$ cat src/rtl/btn_evt_pkg.sv
// Shared types for the button event controller: event kinds, the per-channel
// pending slot, and the channel-id width helper.
package btn_evt_pkg;

  typedef enum logic [1:0] {
    EVT_NONE    = 2'd0,
    EVT_PRESS   = 2'd1,
    EVT_RELEASE = 2'd2,
    EVT_REPEAT  = 2'd3
  } evt_kind_e;

  typedef struct packed {
    logic      valid;
    evt_kind_e kind;
  } evt_slot_t;

  function automatic int unsigned id_w(input int unsigned n);
    return (n > 1) ? $clog2(n) : 1;
  endfunction

endpackage

$ cat src/rtl/btn_channel.sv
// One button channel: 2-flop synchronizer, tick-driven debounce integrator,
// auto-repeat timer and a single-entry pending event slot.
module btn_channel
  import btn_evt_pkg::*;
#(
  parameter int unsigned STABLE_TICKS = 3,
  parameter int unsigned REPEAT_DELAY = 50,
  parameter int unsigned REPEAT_RATE  = 10
) (
  input  logic      clk_i,
  input  logic      rst_i,
  input  logic      tick_i,
  input  logic      btn_i,
  input  logic      repeat_en_i,
  input  logic      grant_i,
  output logic      level_o,
  output evt_slot_t slot_o,
  output logic      drop_o
);

  localparam int unsigned SW = $clog2(STABLE_TICKS + 1);
  localparam int unsigned RW = $clog2(REPEAT_DELAY + 1);

  logic [1:0]    sync_q;
  logic [SW-1:0] stab_cnt;
  logic [RW-1:0] rpt_cnt;
  logic          sync;
  logic          flip;
  logic          rpt_hit;
  logic          post;
  evt_kind_e     post_kind;

  assign sync = sync_q[1];

  always_comb begin
    flip      = tick_i && (sync != level_o) && (stab_cnt == SW'(STABLE_TICKS - 1));
    rpt_hit   = tick_i && !flip && level_o && repeat_en_i &&
                (rpt_cnt == RW'(REPEAT_DELAY - 1));
    post      = flip || rpt_hit;
    post_kind = EVT_REPEAT;
    if (flip) post_kind = level_o ? EVT_RELEASE : EVT_PRESS;
  end

  // A full slot that is not being granted this cycle cannot take the new event.
  assign drop_o = post && slot_o.valid && !grant_i && (post_kind != EVT_REPEAT);

  always_ff @(posedge clk_i or negedge rst_i) begin
    if (!rst_i) begin
      sync_q   <= '0;
      stab_cnt <= '0;
      rpt_cnt  <= '0;
      level_o  <= 1'b0;
      slot_o   <= '{valid: 1'b0, kind: EVT_NONE};
    end else begin
      sync_q <= {sync_q[0], btn_i};

      if (tick_i) begin
        if (sync == level_o) begin
          stab_cnt <= '0;
        end else if (flip) begin
          level_o  <= ~level_o;
          stab_cnt <= '0;
        end else begin
          stab_cnt <= stab_cnt + 1'b1;
        end
      end

      if (flip || !level_o || !repeat_en_i) begin
        rpt_cnt <= '0;
      end else if (rpt_hit) begin
        rpt_cnt <= RW'(REPEAT_DELAY - REPEAT_RATE);
      end else if (tick_i) begin
        rpt_cnt <= rpt_cnt + 1'b1;
      end

      if (post && (!slot_o.valid || grant_i)) begin
        slot_o <= '{valid: 1'b1, kind: post_kind};
      end else if (grant_i) begin
        slot_o <= '{valid: 1'b0, kind: EVT_NONE};
      end
    end
  end

endmodule

$ cat src/rtl/btn_event_ctrl.sv
// Button event controller top: sampling tick, per-channel debounce/event
// generation, round-robin arbitration into one valid/ready event port.
module btn_event_ctrl
  import btn_evt_pkg::*;
#(
  parameter int unsigned N_BTN        = 4,
  parameter int unsigned TICK_DIV     = 500000,
  parameter int unsigned STABLE_TICKS = 3,
  parameter int unsigned REPEAT_DELAY = 50,
  parameter int unsigned REPEAT_RATE  = 10
) (
  input  logic                       clk_i,
  input  logic                       rst_i,
  input  logic [N_BTN-1:0]           btn_i,
  input  logic [N_BTN-1:0]           repeat_en_i,
  output logic [N_BTN-1:0]           level_o,
  output logic                       evt_valid_o,
  input  logic                       evt_ready_i,
  output logic [$clog2(N_BTN)-1:0]   evt_id_o,
  output evt_kind_e                  evt_kind_o,
  output logic                       overflow_o,
  input  logic                       clr_ovf_i
);

  localparam int unsigned ID_W = id_w(N_BTN);
  localparam int unsigned TW   = (TICK_DIV > 1) ? $clog2(TICK_DIV) : 1;

  logic [TW-1:0]   tick_cnt;
  logic            tick;
  evt_slot_t       slot [N_BTN];
  logic [N_BTN-1:0] grant;
  logic [N_BTN-1:0] drop;
  logic [ID_W-1:0] ptr;
  logic [ID_W-1:0] scan_idx;
  logic [ID_W-1:0] gnt_id;
  evt_kind_e       gnt_kind;
  logic            found;

  assign tick = (tick_cnt == TW'(TICK_DIV - 1));

  always_ff @(posedge clk_i or negedge rst_i) begin
    if (!rst_i) tick_cnt <= '0;
    else        tick_cnt <= tick ? '0 : tick_cnt + 1'b1;
  end

  for (genvar g = 0; g < N_BTN; g++) begin : g_ch
    btn_channel #(
      .STABLE_TICKS (STABLE_TICKS),
      .REPEAT_DELAY (REPEAT_DELAY),
      .REPEAT_RATE  (REPEAT_RATE)
    ) u_ch (
      .clk_i       (clk_i),
      .rst_i       (rst_i),
      .tick_i      (tick),
      .btn_i       (btn_i[g]),
      .repeat_en_i (repeat_en_i[g]),
      .grant_i     (grant[g]),
      .level_o     (level_o[g]),
      .slot_o      (slot[g]),
      .drop_o      (drop[g])
    );
  end

  // Search starts at ptr and wraps; only searches while the output register is free.
  always_comb begin
    found    = 1'b0;
    gnt_id   = '0;
    gnt_kind = EVT_NONE;
    scan_idx = '0;
    grant    = '0;
    if (!evt_valid_o) begin
      for (int unsigned k = 0; k < N_BTN; k++) begin
        scan_idx = ID_W'((32'(ptr) + k) % N_BTN);
        if (!found && slot[scan_idx].valid) begin
          found    = 1'b1;
          gnt_id   = scan_idx;
          gnt_kind = slot[scan_idx].kind;
        end
      end
    end
    if (found) grant[gnt_id] = 1'b1;
  end

  always_ff @(posedge clk_i or negedge rst_i) begin
    if (!rst_i) begin
      evt_valid_o <= 1'b0;
      evt_id_o    <= '0;
      evt_kind_o  <= EVT_NONE;
      ptr         <= '0;
    end else if (found) begin
      evt_valid_o <= 1'b1;
      evt_id_o    <= gnt_id;
      evt_kind_o  <= gnt_kind;
      ptr         <= (gnt_id == ID_W'(N_BTN - 1)) ? '0 : gnt_id + 1'b1;
    end else if (evt_valid_o && evt_ready_i) begin
      evt_valid_o <= 1'b0;
    end
  end

  always_ff @(posedge clk_i or negedge rst_i) begin
    if (!rst_i)          overflow_o <= 1'b0;
    else if (|drop)      overflow_o <= 1'b1;
    else if (clr_ovf_i)  overflow_o <= 1'b0;
  end

endmodule
$ cat config.mk
export PLATFORM = sky130hd
export DESIGN_NAME = btn_event_ctrl
export DESIGN_NICKNAME = d
export VERILOG_FILES = /design/src/rtl/btn_evt_pkg.sv /design/src/rtl/btn_channel.sv /design/src/rtl/btn_event_ctrl.sv
export SDC_FILE = /design/constraint.sdc
export NUM_CORES = 1
export LEC_CHECK = 0
export CORE_MARGIN = 8
export CORE_UTILIZATION = 30
export CTS_CLUSTER_DIAMETER = 50
export CTS_CLUSTER_SIZE = 25
export DETAILED_ROUTE_END_ITERATION = 8
export SYNTH_ARGS = -nofsm -noshare
export SYNTH_HDL_FRONTEND = slang
export SYNTH_SLANG_ARGS = --single-unit
$ cat constraint.sdc
create_clock -name clk_i -period 2.4 [get_ports clk_i]
set_clock_uncertainty 0.15 [all_clocks]
set_input_delay 0.24 -clock clk_i [delete_from_list [all_inputs] [get_ports clk_i]]
set_output_delay 0.24 -clock clk_i [all_outputs]
set_load 0.01 [all_outputs]
* Word-level counts from Yosys, hierarchy flattened
Index checks and enable logic that the tools add are counted.
** Cells by class
- Add/subtract/negate cells :: 13
- Multipliers :: 0
- Divide/modulo/power cells :: 0
- Order comparisons :: 6
- Equality and inequality tests :: 22
- Shift-type cells :: 0
- Muxes and demuxes :: 75
- Bitwise gates (word level) :: 12
- Reductions and logical operators :: 99
** Operators with widths (number)
- 6-bit 2-to-1 mux :: 12
- 2-bit 2-to-1 mux :: 27
- 3-bit 2-to-1 mux :: 16
- 1-bit logical AND :: 45
- 6-bit by 1-bit adder with 6-bit output, second input constant :: 4
- 3-bit binary-select mux with 2-bit select :: 4
- 6-bit == test, second input constant :: 4
- 1-bit zero test :: 23
- 19-bit by 1-bit adder with 19-bit output, second input constant :: 1
- 19-bit == test, second input constant :: 1
- 19-bit 2-to-1 mux :: 1
- 1-bit logical OR :: 16
- 1-bit 2-to-1 mux :: 13
- 2-bit by 1-bit adder with 2-bit output, second input constant :: 6
- 3-bit greater-or-equal comparator, second input constant :: 4
- 2-bit inverter with 3-bit output :: 4
- 3-bit AND reduction :: 4
- 2-bit nonzero test :: 6
- 3-bit nonzero test :: 4
- 2-bit == test, second input constant :: 5
- 2-bit != test, second input constant :: 4
- 1-bit inverter :: 8
- 2-bit adder, second input constant :: 2
- 1-bit == test :: 4
- other kinds (6) :: 9
** Storage, ports and cells
- Register bits :: 83
- Bits in latches :: 0
- Memory bits (writable) :: 0
- Bits in read-only memories :: 0
- Bits of input ports :: 12
- Output and inout bits :: 10
- Word-level logic and storage cells :: 257
- Memories :: 0

* Logic depth before layout (Yosys ltp)
Gate-level depths: netlist (run 1).
- Word-level depth :: 28
- Mapped depth :: 13

* Modules after synthesis
A second synthesis (run 1) with hierarchy kept.
** Unflattened totals
- Cell total of the unflattened synthesis :: 492
- Area, all modules :: 4643.2 um^2
** By module, submodules not included
- btn_channel :: instances 4, cells each 73, area an instance 718.2 um^2, sequential area each 350.3 um^2
- btn_event_ctrl :: instances 1, cells each 200, area an instance 1770.4 um^2, sequential area each 675.6 um^2

* Least setup slack after synthesis (run 1)
Ideal clock, no wire load.
- Kind :: register to register
- Start :: register ptr[1]
- End :: register overflow_o
- Library setup time :: 0.129 ns
- Arrival :: 2.306 ns
- Data required time :: 2.121 ns
- Setup slack :: -0.185 ns
- Stages on the path, launching flop included :: 13
- Buffers on the path :: 2
- Clock period less this slack :: 2.585 ns
- Cell sequence :: dfrtp_1 > buf_2 > buf_2 > nor4bb_1 > a31oi_1 > nor3_1 > a311oi_1 > ha_1 > inv_1 > o21ai_0 > o22ai_1 > o21ai_0 > o21ai_0
** Between the ends
- Longest elaborated chain between the ends :: 28
- Elaborated cells between the ends (all ways) :: 59
** Ends and longest elaborated chain
- from (decl) :: line btn_event_ctrl.sv:33 : logic [ID_W-1:0] ptr;
- from (signal assigned) :: line btn_event_ctrl.sv:94 : ptr <= (gnt_id == ID_W'(N_BTN - 1)) ? '0 : gnt_id + 1'b1;
- 2-bit inverter with 3-bit output (not written as such) :: line btn_event_ctrl.sv:74 : if (!found && slot[scan_idx].valid) begin
- 3-bit binary-select mux with 2-bit select :: line btn_event_ctrl.sv:74
- 3-bit 2-to-1 mux (2 in a row)
- 1-bit 2-to-1 mux :: line btn_event_ctrl.sv:74
- 1-bit 2-to-1 mux :: line btn_event_ctrl.sv:71 : if (!evt_valid_o) begin
- 1-bit zero test :: line btn_event_ctrl.sv:74
- 1-bit logical AND :: line btn_event_ctrl.sv:74
- 1-bit 2-to-1 mux :: line btn_event_ctrl.sv:74
- (+9 left out)
- via gnt_id[1] :: line btn_event_ctrl.sv:35 : logic [ID_W-1:0] gnt_id;
- (+1 left out)
- 1-bit logical AND (not written as such) :: line btn_event_ctrl.sv:81 : if (found) grant[gnt_id] = 1'b1;
- 1-bit 2-to-1 mux (not written as such) :: line btn_event_ctrl.sv:81
- 1-bit demux with 2-bit select * :: line btn_event_ctrl.sv:81
- 4-bit 2-to-1 mux * :: line btn_event_ctrl.sv:81
- 1-bit zero test :: line btn_channel.sv:45 : assign drop_o = post && slot_o.valid && !grant_i && (post_kind != EVT_REPEAT);
- 1-bit logical AND (2 in a row) :: line btn_channel.sv:45
- 4-bit OR reduction * :: line btn_event_ctrl.sv:102 : else if (|drop) overflow_o <= 1'b1;
- 1-bit 2-to-1 mux or 2-bit nonzero test (tied branches)
- to (signal assigned) :: line btn_event_ctrl.sv:101 : if (!rst_i) overflow_o <= 1'b0;
- to (signal assigned) :: line btn_event_ctrl.sv:102
- to (signal assigned) :: line btn_event_ctrl.sv:103 : else if (clr_ovf_i) overflow_o <= 1'b0;
- to (decl) :: line btn_event_ctrl.sv:21 : output logic overflow_o,
Mark *: on every way through the listed nets, which the timed path passes. The rest lies on a longest branch. The select of a mux whose other input is x is not followed.
A chain may end at the register's enable or synchronous reset.

* Worst setup path in the final report (run 1)
- Start :: register g_ch[0].u_ch.slot_o[2] (netlist name)
- End :: register g_ch[2].u_ch.slot_o[0] (netlist name)
** Between the ends
- Longest elaborated chain between the ends :: 25
- Elaborated cells between the ends (all ways) :: 41
** Ends and longest elaborated chain
- from (decl) :: line btn_channel.sv:17 : output evt_slot_t slot_o,
- from (signal assigned) :: line btn_channel.sv:53 : slot_o <= '{valid: 1'b0, kind: EVT_NONE};
- from (signal assigned) :: line btn_channel.sv:77 : slot_o <= '{valid: 1'b1, kind: post_kind};
- from (signal assigned) :: line btn_channel.sv:79 : slot_o <= '{valid: 1'b0, kind: EVT_NONE};
- 3-bit binary-select mux with 2-bit select :: line btn_event_ctrl.sv:74
- 3-bit 2-to-1 mux (2 in a row)
- 1-bit 2-to-1 mux :: line btn_event_ctrl.sv:74
- 1-bit 2-to-1 mux :: line btn_event_ctrl.sv:71
- 1-bit zero test :: line btn_event_ctrl.sv:74
- 1-bit logical AND :: line btn_event_ctrl.sv:74
- 1-bit 2-to-1 mux :: line btn_event_ctrl.sv:74
- 1-bit 2-to-1 mux :: line btn_event_ctrl.sv:71
- (+8 left out)
- via gnt_id[1] :: line btn_event_ctrl.sv:35
- 2-bit by 3-bit < comparator with 1-bit output (not written as such) or 2-bit by 1-bit greater-or-equal comparator with 1-bit output (tied branches) :: line btn_event_ctrl.sv:81
- 1-bit logical AND (not written as such) :: line btn_event_ctrl.sv:81
- 1-bit 2-to-1 mux (not written as such) :: line btn_event_ctrl.sv:81
- 1-bit demux with 2-bit select * :: line btn_event_ctrl.sv:81
- 4-bit 2-to-1 mux * :: line btn_event_ctrl.sv:81
- 1-bit logical OR :: line btn_channel.sv:76 : if (post && (!slot_o.valid || grant_i)) begin
- 1-bit logical AND :: line btn_channel.sv:76
- 3-bit 2-to-1 mux or 2-bit nonzero test (tied branches)
- to (signal assigned) :: line btn_channel.sv:53
- to (signal assigned) :: line btn_channel.sv:77
- to (signal assigned) :: line btn_channel.sv:79
- to (decl) :: line btn_channel.sv:17
Marks and branches as above.

==> results of run 1 <==
==> cell type report <==
type                            count  area, um2
Timing Repair Buffer               65        573
Sequential cell                    83       2080
Fill cell                        1478       9420
Tap cell                          188        235
Clock inverter                      7       76.3
Inverter                           30        113
Multi-Input combinational cell    351       2430
Clock buffer                        9        225
==> layout by cell type (no fill, tap or decap), drive strengths merged, types with 8 or more instances in the layout <==
master | netlist | final
clkdlybuf4s50 | 0 | 20
buf | 15 | 44
o21ai | 35 | 35
nand3 | 22 | 22
xor2 | 8 | 8
inv | 30 | 32
nor2 | 42 | 42
a32oi | 9 | 9
ha | 13 | 13
dfrtp | 83 | 83
or3 | 9 | 9
clkbuf | 9 | 9
mux2i | 9 | 9
a21oi | 23 | 23
nand4 | 8 | 8
nand2 | 52 | 52
xnor2 | 15 | 15
==> metrics by stage <==
step	utilization, %	TNS, ns	worst slack [ns]	cell area [um2]	hold WS (ns)
after detailed placement	34.7	-0.371	-0.121	5260	0.0946
after CTS	37.0	0	0.0143	5600	0.167
after global placement	34.7	-0.128	-0.0325	5260	0.0903
after floorplan	-	0	0.00683	4650	-0.206
final	37.8	-0.0588	-0.0359	5730	0.180
after global routing	37.8	-0.567	-0.122	5730	0.185
==> sequential cells by signal, summed over array words and instances, names as in the netlist <==
| signal | count |
|---|---|
| overflow_o | 1 |
| g_ch.u_ch.slot_o | 12 |
| g_ch.u_ch.rpt_cnt | 24 |
| ptr | 2 |
| evt_valid_o | 1 |
| tick_cnt | 19 |
| g_ch.u_ch.sync_q | 8 |
| evt_kind_o | 2 |
| g_ch.u_ch.stab_cnt | 8 |
| g_ch.u_ch.level_o | 4 |
| evt_id_o | 2 |
==> power breakdown <==
group          total [mW]  switching (mW)  internal (mW)
Combinational        1.50           0.761          0.737
Sequential           1.61           0.114           1.50
Clock                1.42           0.608          0.813
==> timing repair <==
item                                   CTS  global route
setup endpoints to repair                7            21
pin swaps                                2            11
hold buffers                             1             0
setup buffers                            1             6
gates resized for setup                  7            23
gates cloned                             0             0
endpoints found under the hold margin   32             0
==> per-layer routing <==
metal	vias up	global-route usage, %	wire length, um	share of wire, %
met4	0	5.03	218	2.0
met3	19	2.85	375	3.4
li1	1861	-	-	-
met1	1862	13.7	4980	45
met5	-	0	0	0
met2	64	19.6	5480	50
==> how the worst max path moves through the flow <==
stage | depth (start not counted) | to | slack, ns | start
after global placement | 12 | g_ch[0].u_ch.slot_o[1] | -0.03 | g_ch[1].u_ch.slot_o[2]
after floorplan | 13 | overflow_o | 0.007 | ptr[1]
after detailed placement | 11 | overflow_o | -0.12 | g_ch[0].u_ch.slot_o[2]
after CTS | 11 | g_ch[0].u_ch.slot_o[0] | 0.01 | g_ch[1].u_ch.slot_o[2]
final | 11 | g_ch[2].u_ch.slot_o[0] | -0.04 | g_ch[0].u_ch.slot_o[2]
after global routing | 11 | overflow_o | -0.12 | g_ch[0].u_ch.slot_o[2]
==> logic make-up after synthesis <==
family          Yosys count  share of synthesized area (%)
buf+inv                  54                           5.30
xor+xnor                 23                           4.35
simple gates            189                           22.1
mux                      15                           4.14
fa+ha+maj                13                           3.51
flops                    83                           44.9
compound gates          111                           15.8
==> results.md, run 1 <==
Die:
- The effective utilization at floorplan is between 30% and 40%.
- The core area is approximately 15000 um2.
- In this run the core area contains 45 standard-cell rows.
- The top-level port count is 22.
- The die is 140 um tall.
- The floorplan step defined a die boundary enclosing 19700 um2.
- The overall die width is 140 um.

Status:
- The run finished, with violations left.
- The checks that failed: setup timing.

Critical path:
- The capturing point of the worst reg2reg path is g_ch[2].u_ch.slot_o[0].
- The maximum fanout along the worst path is 5.
- The family with the most delay on the worst path is compound AO/OA/AOI/OAI gates.
- In this run the register-to-register setup slack is -0.04 ns.
- The critical path required time is 2.47 ns.
- The worst setup path is launched from a register.
- The maximum cell stage delay along the critical path is 0.42 ns.
- The critical path data arrival time is 2.51 ns.
- Traced cell by cell, the critical path runs through buf_4 -> nand2_1 -> o22ai_1 -> nand2b_1 -> a311oi_4 -> ha_2 -> inv_1 -> o21ai_2 -> buf_4 -> and3_4 -> a21oi_1.
- The slowest stage of the critical path is the sky130_fd_sc_hd__dfrtp_2 cell.
- Counting cells, the worst reg-to-reg path comes to 11.
- The classification of the worst setup path is reg -> reg.
- Together, buffers and inverters on the worst path number 3.
- In this design, the critical path's most frequently occurring cell is sky130_fd_sc_hd__buf_4.
- The startpoint identified for the worst register-to-register timing path is g_ch[0].u_ch.slot_o[2].
- The critical path endpoint category is a register.

Global routing:
- The number of antenna violations at the first check in global routing was 0.
- The total global routing track utilization is 11.6%.
- The remaining global-route overflow is 0.
- The global-route wire length before repair is 18600 um.
- Entering global routing, the biggest net connects 36 pins.
- The number of global-route vias before repair is roughly 3900.

Placement:
- The last weighted congestion value of the routability-driven placer is 0.836.
- The number of port buffers is 21.
- Once detailed placement completed, the half-perimeter wirelength came to 7840 um.
- The placed cell count is 709.

Timing:
- At the pin with the least slew margin, the transition time is 0.699 ns.
- The number of failing hold endpoints at the final stage is 0.
- Setup repair after global routing could not meet its margin everywhere.
- The final critical-path share of the clock period is 101%.
- In this run the tightest slew margin relative to its limit is 53.3%.
- The max-slew violation total from the final report came to 0.
- Setup violations remaining at the end of the flow were counted as 2.
- The final setup slack of the worst path is -0.0359 ns.
- The routed design could run at a clock period as short as 2.44 ns.
- The achievable clock frequency is roughly 410 MHz.

Yosys:
- The flop and latch count out of synthesis is 83.
- The number of different library cells in the post-synthesis netlist is 70.
- In the synthesized netlist the async set-or-reset flop fraction comes to 100%.
- The number of nets handed over by synthesis was around 510.
- For this run, the number of Yosys warnings is 0.
- Sequential elements use approximately 45% of the synthesized area.
- The number of standard cells after synthesis is 488.
- For this run, the leading register cell type out of synthesis is sky130_fd_sc_hd__dfrtp_1.
- By count the netlist is led by sky130_fd_sc_hd__dfrtp_1, sky130_fd_sc_hd__nand2_1, sky130_fd_sc_hd__nor2_1.
- The cell with the most instances after synthesis is sky130_fd_sc_hd__dfrtp_1.
- Sorting the synthesized cells by area gives the leading types as sky130_fd_sc_hd__dfrtp_1, sky130_fd_sc_hd__nand2_1, sky130_fd_sc_hd__ha_1, sky130_fd_sc_hd__nor2_1, sky130_fd_sc_hd__o21ai_0.
- The proportion of netlist area held by the largest area contributor is between 40 and 50%.
- In this run the mean area of a mapped cell was approximately 9.5 um2.
- The mapped cell area is approximately 4600 um2.
- Counting flops with a built-in enable in the synthesized netlist gives 0.
- The top cell type by total area after synthesis is sky130_fd_sc_hd__dfrtp_1.

Clock tree:
- The total number of H-tree levels is 3.
- Clock tree synthesis inserted a total of 9 buffers.
- The clock tree buffer depth is 2.
- TritonCTS built the clock tree.
- The clock reaches the later pin of the worst-skew pair after approximately 0.35 ns.
- The CTS sink count is between 80 and 90.
- After clock tree synthesis, the clock-pin slew on the worst setup and hold paths is 0.06 ns.
- In this run the clock root is driven by a sky130_fd_sc_hd__clkbuf_16.

Detailed routing:
- In the routed design, unresolved DRC markers number 0.
- The post-detailed-route count of antenna-violating nets is 0.
- The final layout contains routed wiring with a total length of 11000 um.
- The number of vias per cell is between 5 and 6.
- The first routing iteration left 221 violations.
- The first-pass detailed-route iteration total is 4.
- The average routed wire per standard cell is 15.1 um.
- The total vias in the final route is 3806.

Finish:
- The number of diodes added for antenna fixing is 0.
- The post-route non-filler standard cell count is about 730.
- The net count of the finished layout is 565.
- From synthesis to final layout, the design area changed by 23.8%.
- The fraction of final layout cells sized beyond drive strength 1 is 19.1%.

Power:
- The worst-case IR drop observed on VDD is 0.000403 V.
- For this design the static power due to leakage is 2.30 nW.
- The overall power consumption is 4.53 mW.
- For this design the ratio of total power to cell area is 791 nW/um2.

Hold path:
- The path with the worst hold slack has its endpoint at g_ch[3].u_ch.sync_q[0].
- The worst hold path begins at btn_i[3].
- The tightest min-delay check is of the in -> reg type.
- Counting instances, the worst hold path has a depth of 1.

Job:
- Max-cap violations in this run came to 0.
No activity file was read; power rests on OpenSTA's default activity.
==> inputs of run 2 (changes only) <==
--- a/config.mk
+++ b/config.mk
@@ -10,6 +10,7 @@
 export CTS_CLUSTER_DIAMETER = 50
 export CTS_CLUSTER_SIZE = 25
 export DETAILED_ROUTE_END_ITERATION = 8
+export SLEW_MARGIN = 30
 export SYNTH_ARGS = -nofsm -noshare
 export SYNTH_HDL_FRONTEND = slang
 export SYNTH_SLANG_ARGS = --single-unit
==> results of run 2 <==
The final DEF is identical to that of run 1; final timing and power are the same.
==> inputs of run 3 (changes only) <==
--- a/config.mk
+++ b/config.mk
@@ -6,10 +6,12 @@
 export NUM_CORES = 1
 export LEC_CHECK = 0
 export CORE_MARGIN = 8
-export CORE_UTILIZATION = 30
+export CORE_UTILIZATION = 50
 export CTS_CLUSTER_DIAMETER = 50
 export CTS_CLUSTER_SIZE = 25
 export DETAILED_ROUTE_END_ITERATION = 8
+export PLACE_DENSITY = 0.71
+export REMOVE_ABC_BUFFERS = 1
 export SLEW_MARGIN = 30
 export SYNTH_ARGS = -nofsm -noshare
 export SYNTH_HDL_FRONTEND = slang
==> run 3 against run 2 <==
  * The flow now finishes without violations
  * Highest routed layer unchanged
  * Count of clock-buffer cells in the layout increased by 4
  * First-iteration DRC count increased by 0.90%
  * Fmax increased by 2.2%
  * Worst hold slack got worse by 0.0098 ns
==> results.md, run 3 (synthesized netlist as in run 1, its figures left out) <==
Placement:
- The placed cell count is 637 (-10%).
- The number of port buffers is 21 (unchanged).
- The area of placed instances was 5180 um2 (-1.5%).
- The worst setup slack after placement is -0.0321 ns (+0.0885 ns).
- The half-perimeter wire length after placement is 7190 um (-8.2%).
- The last weighted congestion value of the routability-driven placer is 0.836 (about the same).

Power:
- The clock network fraction of total power is 27.0% (-4.4 points).
- The proportion of power drawn by flip-flops and latches came to 36.9% (+1.3 points).
- The overall power consumption is 4.35 mW (-3.9%).
- The cell internal power dissipation is 2.96 mW (-2.7%).
- The static power due to leakage was 2.30 nW (+0.12%).
- The fraction of power spent switching nets is 31.9% (-0.84 points).
- The share of total power in combinational logic came to 36.1% (+3.0 points).
- The cell area power density is 771 nW/um2 (-2.4%).
- The maximum ir drop on the vdd rail is 0.000420 V (+4.2%).
- The net load switching power is 1.39 mW (-6.4%).

Die:
- The effective utilization at floorplan was 50.8% (+20 points).
- The top-level port count is 22 (unchanged).
- The overall die width was 112 um (-20%).
- The area enclosed by the die boundary is 12600 um2 (-36%).
- The core area was 9110 um2 (-40%).
- The number of core rows is 35 (-22%).
- The die height is 112 um (-20%).

Detailed routing:
- The DRC violation total after the first TritonRoute iteration is 223 (+0.90%).
- The post-detailed-route count of antenna-violating nets is 0 (unchanged).
- The average routed wire per standard cell is 16.1 um (+7.1%).
- The DRC violations left is 0 (unchanged).
- The first-pass detailed-route iteration total is 5 (+1).
- The total vias in the final route is 3816 (+0.26%).
- The number of vias per cell is 5.80 (+12%).
- The overall routed net length is 10600 um (-3.9%).

Critical path:
- The register-to-register setup slack is 0.02 ns (+0.05 ns).
- The maximum fanout along the worst path came to 4 (-1).
- The critical path endpoint category is a register.
- The worst register-to-register path begins at g_ch[0].u_ch.slot_o[2].
- On the critical path, the stage with the largest delay is an instance of sky130_fd_sc_hd__dfrtp_1.
- The maximum cell stage delay along the critical path is 0.43 ns (about the same).
- The depth of the worst register-to-register path is 13 (+2).
- By instance count, the cell type seen most on the critical path is sky130_fd_sc_hd__o21ai_1.
- The startpoint class of the critical path is a register.
- The capturing point of the worst reg2reg path is overflow_o.
- Walking the worst path, the cells encountered are buf_6 -> nand2b_4 -> nor2_2 -> o21ai_1 -> a311oi_1 -> buf_4 -> ha_4 -> inv_2 -> o21ai_2 -> buf_4 -> o22ai_2 -> o21ai_1 -> o21ai_1.
- The critical path data arrival time is 2.47 ns (-0.04 ns).
- The critical path in this run is classified as reg -> reg.
- The critical path required time is 2.48 ns (about the same).

Global routing:
- The largest net degree at the start of global routing is 49 (+36%).
- The global-route wire length before repair is 17800 um (-4.4%).
- The number of antenna violations at the first check in global routing is 0 (unchanged).
- The remaining global-route overflow was 0 (unchanged).
- The number of global-route vias before repair is 3830 (-1.4%).
- The total global routing track utilization was 16.9% (+5.3 points).

Hold path:
- The hold path endpoint is g_ch[2].u_ch.sync_q[0].
- The startpoint identified for the worst hold timing path is btn_i[2].
- The tightest min-delay check is of the in -> reg type.
- The cell depth of the worst hold path is 1 (unchanged).

Finish:
- The number of flip-flops under the largest register name is 24 (unchanged).
- The number of diodes added for antenna fixing is 0 (unchanged).
- The fraction of final layout cells sized beyond drive strength 1 is 20.8% (+1.8 points).
- The number of filler instances in the final layout was 735 (-50%).
- The largest register by flop count is g_ch.u_ch.rpt_cnt.
- The largest registers in the layout are g_ch.u_ch.rpt_cnt (24), tick_cnt (19), g_ch.u_ch.slot_o (12).
- The finished layout cell area is 5640 um2 (-1.5%).
- The library cell used most frequently in the layout, excluding fill and tap cells, is sky130_fd_sc_hd__dfrtp_1.
- From synthesis to final layout, the design area changed by 21.9%.
- The final net count was 567 (+0.35%).
- The library cells used most frequently in the layout, excluding fill and tap cells, are sky130_fd_sc_hd__dfrtp_1, sky130_fd_sc_hd__nand2_1, sky130_fd_sc_hd__nor2_1.
- The post-route non-filler standard cell count came to 658 (-10%).

Clock tree:
- The insertion delay of the later-clocked pin in the worst-skew pair is 0.35 ns (about the same).
- The clock buffer count from CTS was 9 (unchanged).
- The CTS sink count is 83 (unchanged).
- The total number of H-tree levels is 3 (unchanged).
- TritonCTS built the clock tree.
- The clock tree buffer depth is 2 (unchanged).
- The clock root buffer is sky130_fd_sc_hd__clkbuf_8.
- The clock edge transition at the registers on the reported setup and hold paths came to 0.08 ns (+0.02 ns).

Timing:
- The number of failing hold endpoints at the final stage came to 0 (unchanged).
- The final critical-path share of the clock period is 99.3% (-2.2 points).
- The slew at the pin closest to its max-slew limit is 0.666 ns (-0.0326 ns).
- The worst slew margin relative to its limit was 55.2% (+2.0 points).
- The max-slew violation total from the final report is 0 (unchanged).
- The achievable clock frequency is 420 MHz (+2.2%).
- Setup repair after global routing could not meet its margin everywhere.
- The shortest clock period the worst path allows after layout was 2.38 ns (-0.0535 ns).
- The final-layout worst hold slack is 0.171 ns (-0.00977 ns).
- The final setup slack of the worst path came to 0.0176 ns (+0.0535 ns).
- The setup violation total in the final timing report was 0 (-2).

Job:
- The number of maximum-capacitance constraint violations is 0 (unchanged).

Status:
- The run finished with clean final reports.
-- run 3: repair_timing --
item | in CTS | in global routing
gates resized for setup | 14 | 34
gates cloned | 0 | 0
pin swaps | 2 | 11
hold buffers | 1 | 0
setup endpoints to repair | 8 | 13
endpoints found under the hold margin | 35 | 0
buffers inserted | 3 | 1
-- run 3: worst max-delay path by stage --
stage	from	to	slack [ns]	cells past startpoint
6_report	g_ch[0].u_ch.slot_o[2]	overflow_o	0.02	13
3_3_place_gp	g_ch[1].u_ch.slot_o[2]	overflow_o	0.007	13
4_1_cts	g_ch[0].u_ch.slot_o[2]	g_ch[0].u_ch.slot_o[1]	0.002	13
5_1_grt	g_ch[0].u_ch.slot_o[2]	overflow_o	-0.19	12
2_1_floorplan	ptr[1]	overflow_o	-0.40	10
3_5_place_dp	g_ch[0].u_ch.slot_o[2]	g_ch[0].u_ch.slot_o[1]	-0.03	13
-- run 3: area by class of cell --
class	instances	area [um2]	area share, %
clock buffer	13	169	2.99
clock inverter	3	68.8	1.22
inverter	30	115	2.04
multi-input combinational	351	2470	43.7
sequential	83	2080	36.8
tap	111	139	2.46
timing repair buffer	67	607	10.8
-- run 3: critical path, delay by kind of cell, from the launching register on --
family,cells,cell delay (ns)
simple gates,2,0.21
flops,1,0.43
compound gates,6,0.81
fa+ha+maj,1,0.15
buf+inv,4,0.52
-- run 3: power by group through the flow --
stage / Sequential (mW) / Clock, mW / Combinational, mW
floorplan: 1.71 / 0 / 0.546
global placement: 1.61 / 0 / 1.28
detailed placement: 1.61 / 0 / 1.30
CTS: 1.59 / 1.20 / 1.36
global route: 1.62 / 1.25 / 1.72
finish: 1.61 / 1.17 / 1.57
-- run 3: stage by stage --
| step | util, % | setup TNS [ns] |
|---|---|---|
| floorplan | - | -3.74 |
| global placement | 56.8 | 0 |
| detailed placement | 56.8 | -0.0773 |
| global route | 62.0 | -0.946 |
| finish | 62.0 | 0 |
| CTS | 60.3 | 0 |
-- run 3: routing by layer --
metal / share of wire (%) / global-route usage (%) / up-vias / routed length, um
met3: 3.6 / 3.60 / 19 / 378
met2: 50 / 28.9 / 92 / 5340
met4: 1.8 / 5.94 / 0 / 193
met1: 44 / 20.5 / 1846 / 4720
met5: 0 / 0 / - / 0
li1: - / - / 1859 / -
